### config.mk
export PLATFORM = sky130hd
export DESIGN_NAME = snn_stim_tx
export DESIGN_NICKNAME = d
export VERILOG_FILES = /design/src/rtl/snn_stim_tx.sv
export SDC_FILE = /design/constraint.sdc
export NUM_CORES = 1
export LEC_CHECK = 0
export CAP_MARGIN = 5
export CORE_ASPECT_RATIO = 0.75
export CORE_MARGIN = 2
export CORE_UTILIZATION = 67
export CTS_CLUSTER_DIAMETER = 150
export DETAILED_ROUTE_END_ITERATION = 10
export PLACE_DENSITY_LB_ADDON = 0.1
export SLEW_MARGIN = 20
export SYNTH_ARGS = -nofsm -noshare
export SYNTH_HDL_FRONTEND = slang
export SYNTH_SLANG_ARGS = --single-unit
### constraint.sdc
create_clock -name clk -period 10.9 [get_ports clk]
set_input_delay 2.18 -clock clk [delete_from_list [all_inputs] [get_ports clk]]
set_output_delay 2.18 -clock clk [all_outputs]
set_load 0.05 [all_outputs]
### src/rtl/snn_stim_tx.sv
// Transmit-side driver for the SNN core: holds one 85-byte frame, streams it as a
// 72-beat burst on start, then waits for the core's result or a timeout.
module snn_stim_tx #(
  parameter int TIMEOUT = 255
) (
  input  logic       clk,
  input  logic       rst,
  input  logic       cfg_we,
  input  logic [6:0] cfg_addr,
  input  logic [7:0] cfg_wdata,
  input  logic       start,
  output logic       busy,
  output logic       in_valid,
  output logic [7:0] img,
  output logic [7:0] ker,
  output logic [7:0] weight,
  input  logic       out_valid,
  input  logic [9:0] out_data,
  output logic       done,
  output logic [9:0] result,
  output logic       timeout_err
);

  typedef enum logic [1:0] {
    S_IDLE = 2'd0,
    S_SEND = 2'd1,
    S_WAIT = 2'd2
  } state_t;

  localparam logic [9:0] TO_MAX  = 10'(TIMEOUT);
  localparam logic [9:0] TO_LAST = 10'(TIMEOUT - 1);
  localparam logic [6:0] LAST_BEAT = 7'd71;

  state_t     state;
  logic [6:0] beat;
  logic [9:0] wait_cnt;
  logic [7:0] mem [85];

  logic       wr_en;
  logic [6:0] nb;
  logic [7:0] first_img, first_ker, first_weight;
  logic [7:0] next_img, next_ker, next_weight;

  assign wr_en = cfg_we && !busy && (cfg_addr < 7'd85);

  // Frame buffer deliberately has no reset so a frame survives an aborted transaction.
  always_ff @(posedge clk) begin
    if (wr_en) mem[cfg_addr] <= cfg_wdata;
  end

  // Beat 0 is loaded at the start edge, so a same-edge write is forwarded into it.
  always_comb begin
    nb           = beat + 7'd1;
    first_img    = (wr_en && cfg_addr == 7'd0)  ? cfg_wdata : mem[0];
    first_ker    = (wr_en && cfg_addr == 7'd72) ? cfg_wdata : mem[72];
    first_weight = (wr_en && cfg_addr == 7'd81) ? cfg_wdata : mem[81];
    next_img     = mem[nb];
    next_ker     = (nb <= 7'd8) ? mem[7'd72 + nb] : 8'd0;
    next_weight  = (nb <= 7'd3) ? mem[7'd81 + nb] : 8'd0;
  end

  always_ff @(posedge clk) begin
    if (rst) begin
      state       <= S_IDLE;
      beat        <= 7'd0;
      wait_cnt    <= 10'd0;
      busy        <= 1'b0;
      in_valid    <= 1'b0;
      img         <= 8'd0;
      ker         <= 8'd0;
      weight      <= 8'd0;
      done        <= 1'b0;
      result      <= 10'd0;
      timeout_err <= 1'b0;
    end else begin
      done <= 1'b0;
      case (state)
        S_IDLE: begin
          if (start) begin
            state       <= S_SEND;
            beat        <= 7'd0;
            busy        <= 1'b1;
            in_valid    <= 1'b1;
            img         <= first_img;
            ker         <= first_ker;
            weight      <= first_weight;
            result      <= 10'd0;
            timeout_err <= 1'b0;
          end
        end
        S_SEND: begin
          if (beat == LAST_BEAT) begin
            state    <= S_WAIT;
            wait_cnt <= 10'd0;
            in_valid <= 1'b0;
            img      <= 8'd0;
            ker      <= 8'd0;
            weight   <= 8'd0;
          end else begin
            beat   <= nb;
            img    <= next_img;
            ker    <= next_ker;
            weight <= next_weight;
          end
        end
        S_WAIT: begin
          if (wait_cnt != TO_MAX) wait_cnt <= wait_cnt + 10'd1;
          // A result arriving on the final wait cycle still wins over the timeout.
          if (out_valid) begin
            result <= out_data;
            done   <= 1'b1;
            busy   <= 1'b0;
            state  <= S_IDLE;
          end else if (wait_cnt == TO_LAST) begin
            timeout_err <= 1'b1;
            result      <= 10'd0;
            done        <= 1'b1;
            busy        <= 1'b0;
            state       <= S_IDLE;
          end
        end
        default: begin
          state <= S_IDLE;
          busy  <= 1'b0;
        end
      endcase
    end
  end

endmodule

==> impl_metrics.py <==
metrics = {
    "global_routing": {
        "grt_remaining_overflow": 0,
        "grt_max_degree": 89,
        "grt_antenna_before_repair": 1,
        "grt_pass1_wl_um": 118000,
        "grt_pass1_vias": 17634,
        "grt_usage_pct": 33.9,
    },
    "worst_setup_path": {
        "worst_path_most_repeated_cell": "buf_4",
        "cpPeakStageDelay_ns": 0.75,
        "slowest_stage": "buf_4",
        "path_cells": "ha_1 > xor2_4 > buf_4 > buf_4 > mux4_2 > mux2i_1 > o21ai_0 > a21oi_1 > nor3_1",
        "ff2ff_setup_slack_ns": 5.82,
        "cp_num_buf_inv": 2,
        "path_class": "reg2reg",
        "critPathArrivalTime_ns": 5.53,
        "r2r-start": "beat[0]$_SDFFE_PP0P_",
        "cp_max_fo": 45,
        "worstSetupEndpointType": "flip-flop",
        "startpoint_type": "flip-flop",
        "worstPathRequired_ns": 11.35,
        "cp_top_family": "buffers and inverters",
        "crit_path_start": "beat[0]$_SDFFE_PP0P_",
    },
    "finish": {
        "layout-drive-gt1-share_pct": 18.3,
        "area_growth_pct": 9.94,
        "diodes": 0,
        "fill_cells": 2685,
        "final_area_um2": 34800,
        "nets": 1935,
    },
    "routing": {
        "drc": 0,
        "postRouteAntennaNets": 0,
        "vias_per_cell": 7.13,
        "vias": 18363,
        "first_iter_violations": 2745,
        "dr.pass1.iters": 6,
        "wirelength_um": 80000,
        "routedWlPerCell_um": 31.1,
    },
    "yosys": {
        "yosysMostFrequentCell": "edfxtp_1",
        "synthesis.area_um2": 31600,
        "synth.area.top_cells": "edfxtp_1 (65%), mux4_2 (13%), dfxtp_1 (3.6%)",
        "synth-edff-count": 680,
        "yosysWarnings": 0,
        "ys_ff_latch": 737,
        "synth_cell_types": 79,
        "ys_top_cells_by_count": "edfxtp_1 (680), mux4_2 (184), nor2_1 (176), nand2_1 (144), mux2i_1 (93)",
        "avgSynthCellArea_um2": 17.2,
        "async_flop_share_pct": 0,
        "synth-main-ff-cell": "edfxtp_1",
        "synth_nets": 1879,
        "syn_inst": 1841,
        "synth.largest_area_cell": "edfxtp_1",
        "synth_top_area_share_pct": 64.5,
        "yosysSeqAreaShare_pct": 68.1,
    },
    "sta": {
        "slew_viol_final": 0,
        "setup_tns_ns": 0,
        "setup_viol": 0,
        "worstMarginPinSlew_ns": 1.09,
        "max_freq_ghz": 0.197,
        "hold_viol_final": 0,
        "layout_worst_path_cycle_share_pct": 46.6,
        "rsz0062_at_grt": "no",
        "relSlewSlack_pct": 27.1,
        "finClkSkew_ns": 0.0238,
        "min_period_ns": 5.08,
    },
    "cts": {
        "cts-htree-levels": 3,
        "cts_resized": 0,
        "cts.clk_slew.worst_paths_ns": 0.07,
        "root_buffer": "clkbuf_16",
        "insertion_delay_ns": 0.62,
        "numCtsBuffers": 69,
        "cts_setup_buffers": 0,
        "clock-sinks": 737,
        "tritoncts": "done",
        "hold_buffers": 0,
        "clockBufferDepth": 3,
    },
    "floorplanning": {
        "core_um2": 46300,
        "die_h_um": 192,
        "start_util_pct": 68.4,
        "row_count": 68,
        "dieArea_um2": 49000,
        "dieWidth_um": 255,
        "io_pins": 68,
    },
    "pwr": {
        "leakage_uw": 0.0111,
        "vdd_drop_max_uv": 154,
        "power-per-cell-area_nw_per_um2": 168,
    },
    "placed_design": {
        "hpwl_um": 50000,
        "place_area_um2": 32600,
        "place_congestion": 0.904,
        "port_buffers": 67,
    },
    "min_path": {
        "min_from": "weight[1]$_SDFFE_PP0P_",
        "hold_class": "reg2reg",
    },
    "outcome": {
        "status": "completed",
    },
    "flow_run": {
        "cap_viol_max_count": 0,
    },
}
[registers in the layout, summed over array words and instances (netlist names)]
signal	cells
busy	1
in_valid	1
weight	8
img	8
mem	680
timeout_err	1
result	10
ker	8
beat	7
done	1
wait_cnt	10
state	2
[layer usage]
metal	share of wire [%]	track usage [%]	up-vias	routed length [um]
met5	0.011	0	-	9
met4	3.1	10.2	2	2500
met3	13	8.05	170	10300
met2	45	50.6	1317	36400
met1	39	50.8	9340	30800
li1	-	-	7534	-
[logic make-up (layout without fill, tap and decap cells)]
group                      after synthesis  after routing  synth area share, %
DFF                                    737            737                 68.1
xor gates and xnor gates                17             17                0.791
buffers and inverters                  123            228                 2.49
AOI/OAI and AO/OA                      199            199                 4.19
and+or+nand+nor                        460            460                 6.63
muxes                                  297            297                 17.5
adders and majority gates                8              8                0.316
[through the flow]
stage	total power (uW)	hold WS, ns	utilization, %	instances	setup slack [ns]
2_1_floorplan	3360	0.472	-	1841	6.53
3_3_place_gp	3500	0.458	70.4	2456	5.49
3_5_place_dp	3510	0.467	70.4	2456	5.36
4_1_cts	5860	0.476	75.2	2576	5.71
5_1_grt	5980	0.502	75.2	2576	5.38
6_report	5850	0.472	75.2	2576	5.82
[final cells by class]
cell class	instances	area, um2	area share (%)
Tap cell	630	788	2.27
Inverter	12	45.0	0.129
Clock inverter	29	269	0.773
Sequential cell	737	21600	62.0
Multi-Input combinational cell	981	9330	26.8
Clock buffer	91	1960	5.62
Timing Repair Buffer	96	843	2.42
[final timing paths]
kind                                 end  cells after the start
setup / recovery     ker[3]$_SDFFE_PP0P_                      9
hold / removal    weight[1]$_SDFFE_PP0P_                      2
setup reg to reg     ker[3]$_SDFFE_PP0P_                      9
hold reg to reg   weight[1]$_SDFFE_PP0P_                      2
[power by group]
| part | switching [uW] | internal [uW] | total (uW) |
|---|---|---|---|
| combinational | 229 | 115 | 344 |
| clock | 1030 | 1360 | 2390 |
| sequential | 16.0 | 3100 | 3110 |
[cell usage in the layout, fill, tap and decap left out, types with 8 or more instances in the layout]
| cell type | count |
|---|---|
| nor2_1 | 175 |
| nor3_1 | 21 |
| nor4_1 | 17 |
| nand2_1 | 144 |
| a31oi_1 | 19 |
| o21ai_1 | 13 |
| buf_4 | 29 |
| buf_2 | 9 |
| clkbuf_16 | 74 |
| o22ai_1 | 9 |
| nand3_1 | 23 |
| o21ai_0 | 29 |
| edfxtp_1 | 680 |
| dfxtp_1 | 56 |
| a32oi_1 | 9 |
| o221ai_1 | 8 |
| mux4_1 | 15 |
| clkinv_1 | 10 |
| a21oi_1 | 46 |
| mux2i_1 | 93 |
| xor2_1 | 9 |
| nand4_1 | 13 |
| clkdlybuf4s50_1 | 58 |
| nand2b_1 | 9 |
| mux4_2 | 184 |
| clkinv_2 | 8 |
| clkbuf_1 | 13 |
| inv_1 | 8 |
| a22oi_1 | 20 |
| nor2b_1 | 8 |
[tightest hold or removal path: stages, from the launching register on]
cell	delay [ns]
dfxtp_1	0.31
nand2_1	0.05
a31oi_1	0.06
Power figures use the tool's default switching activity.
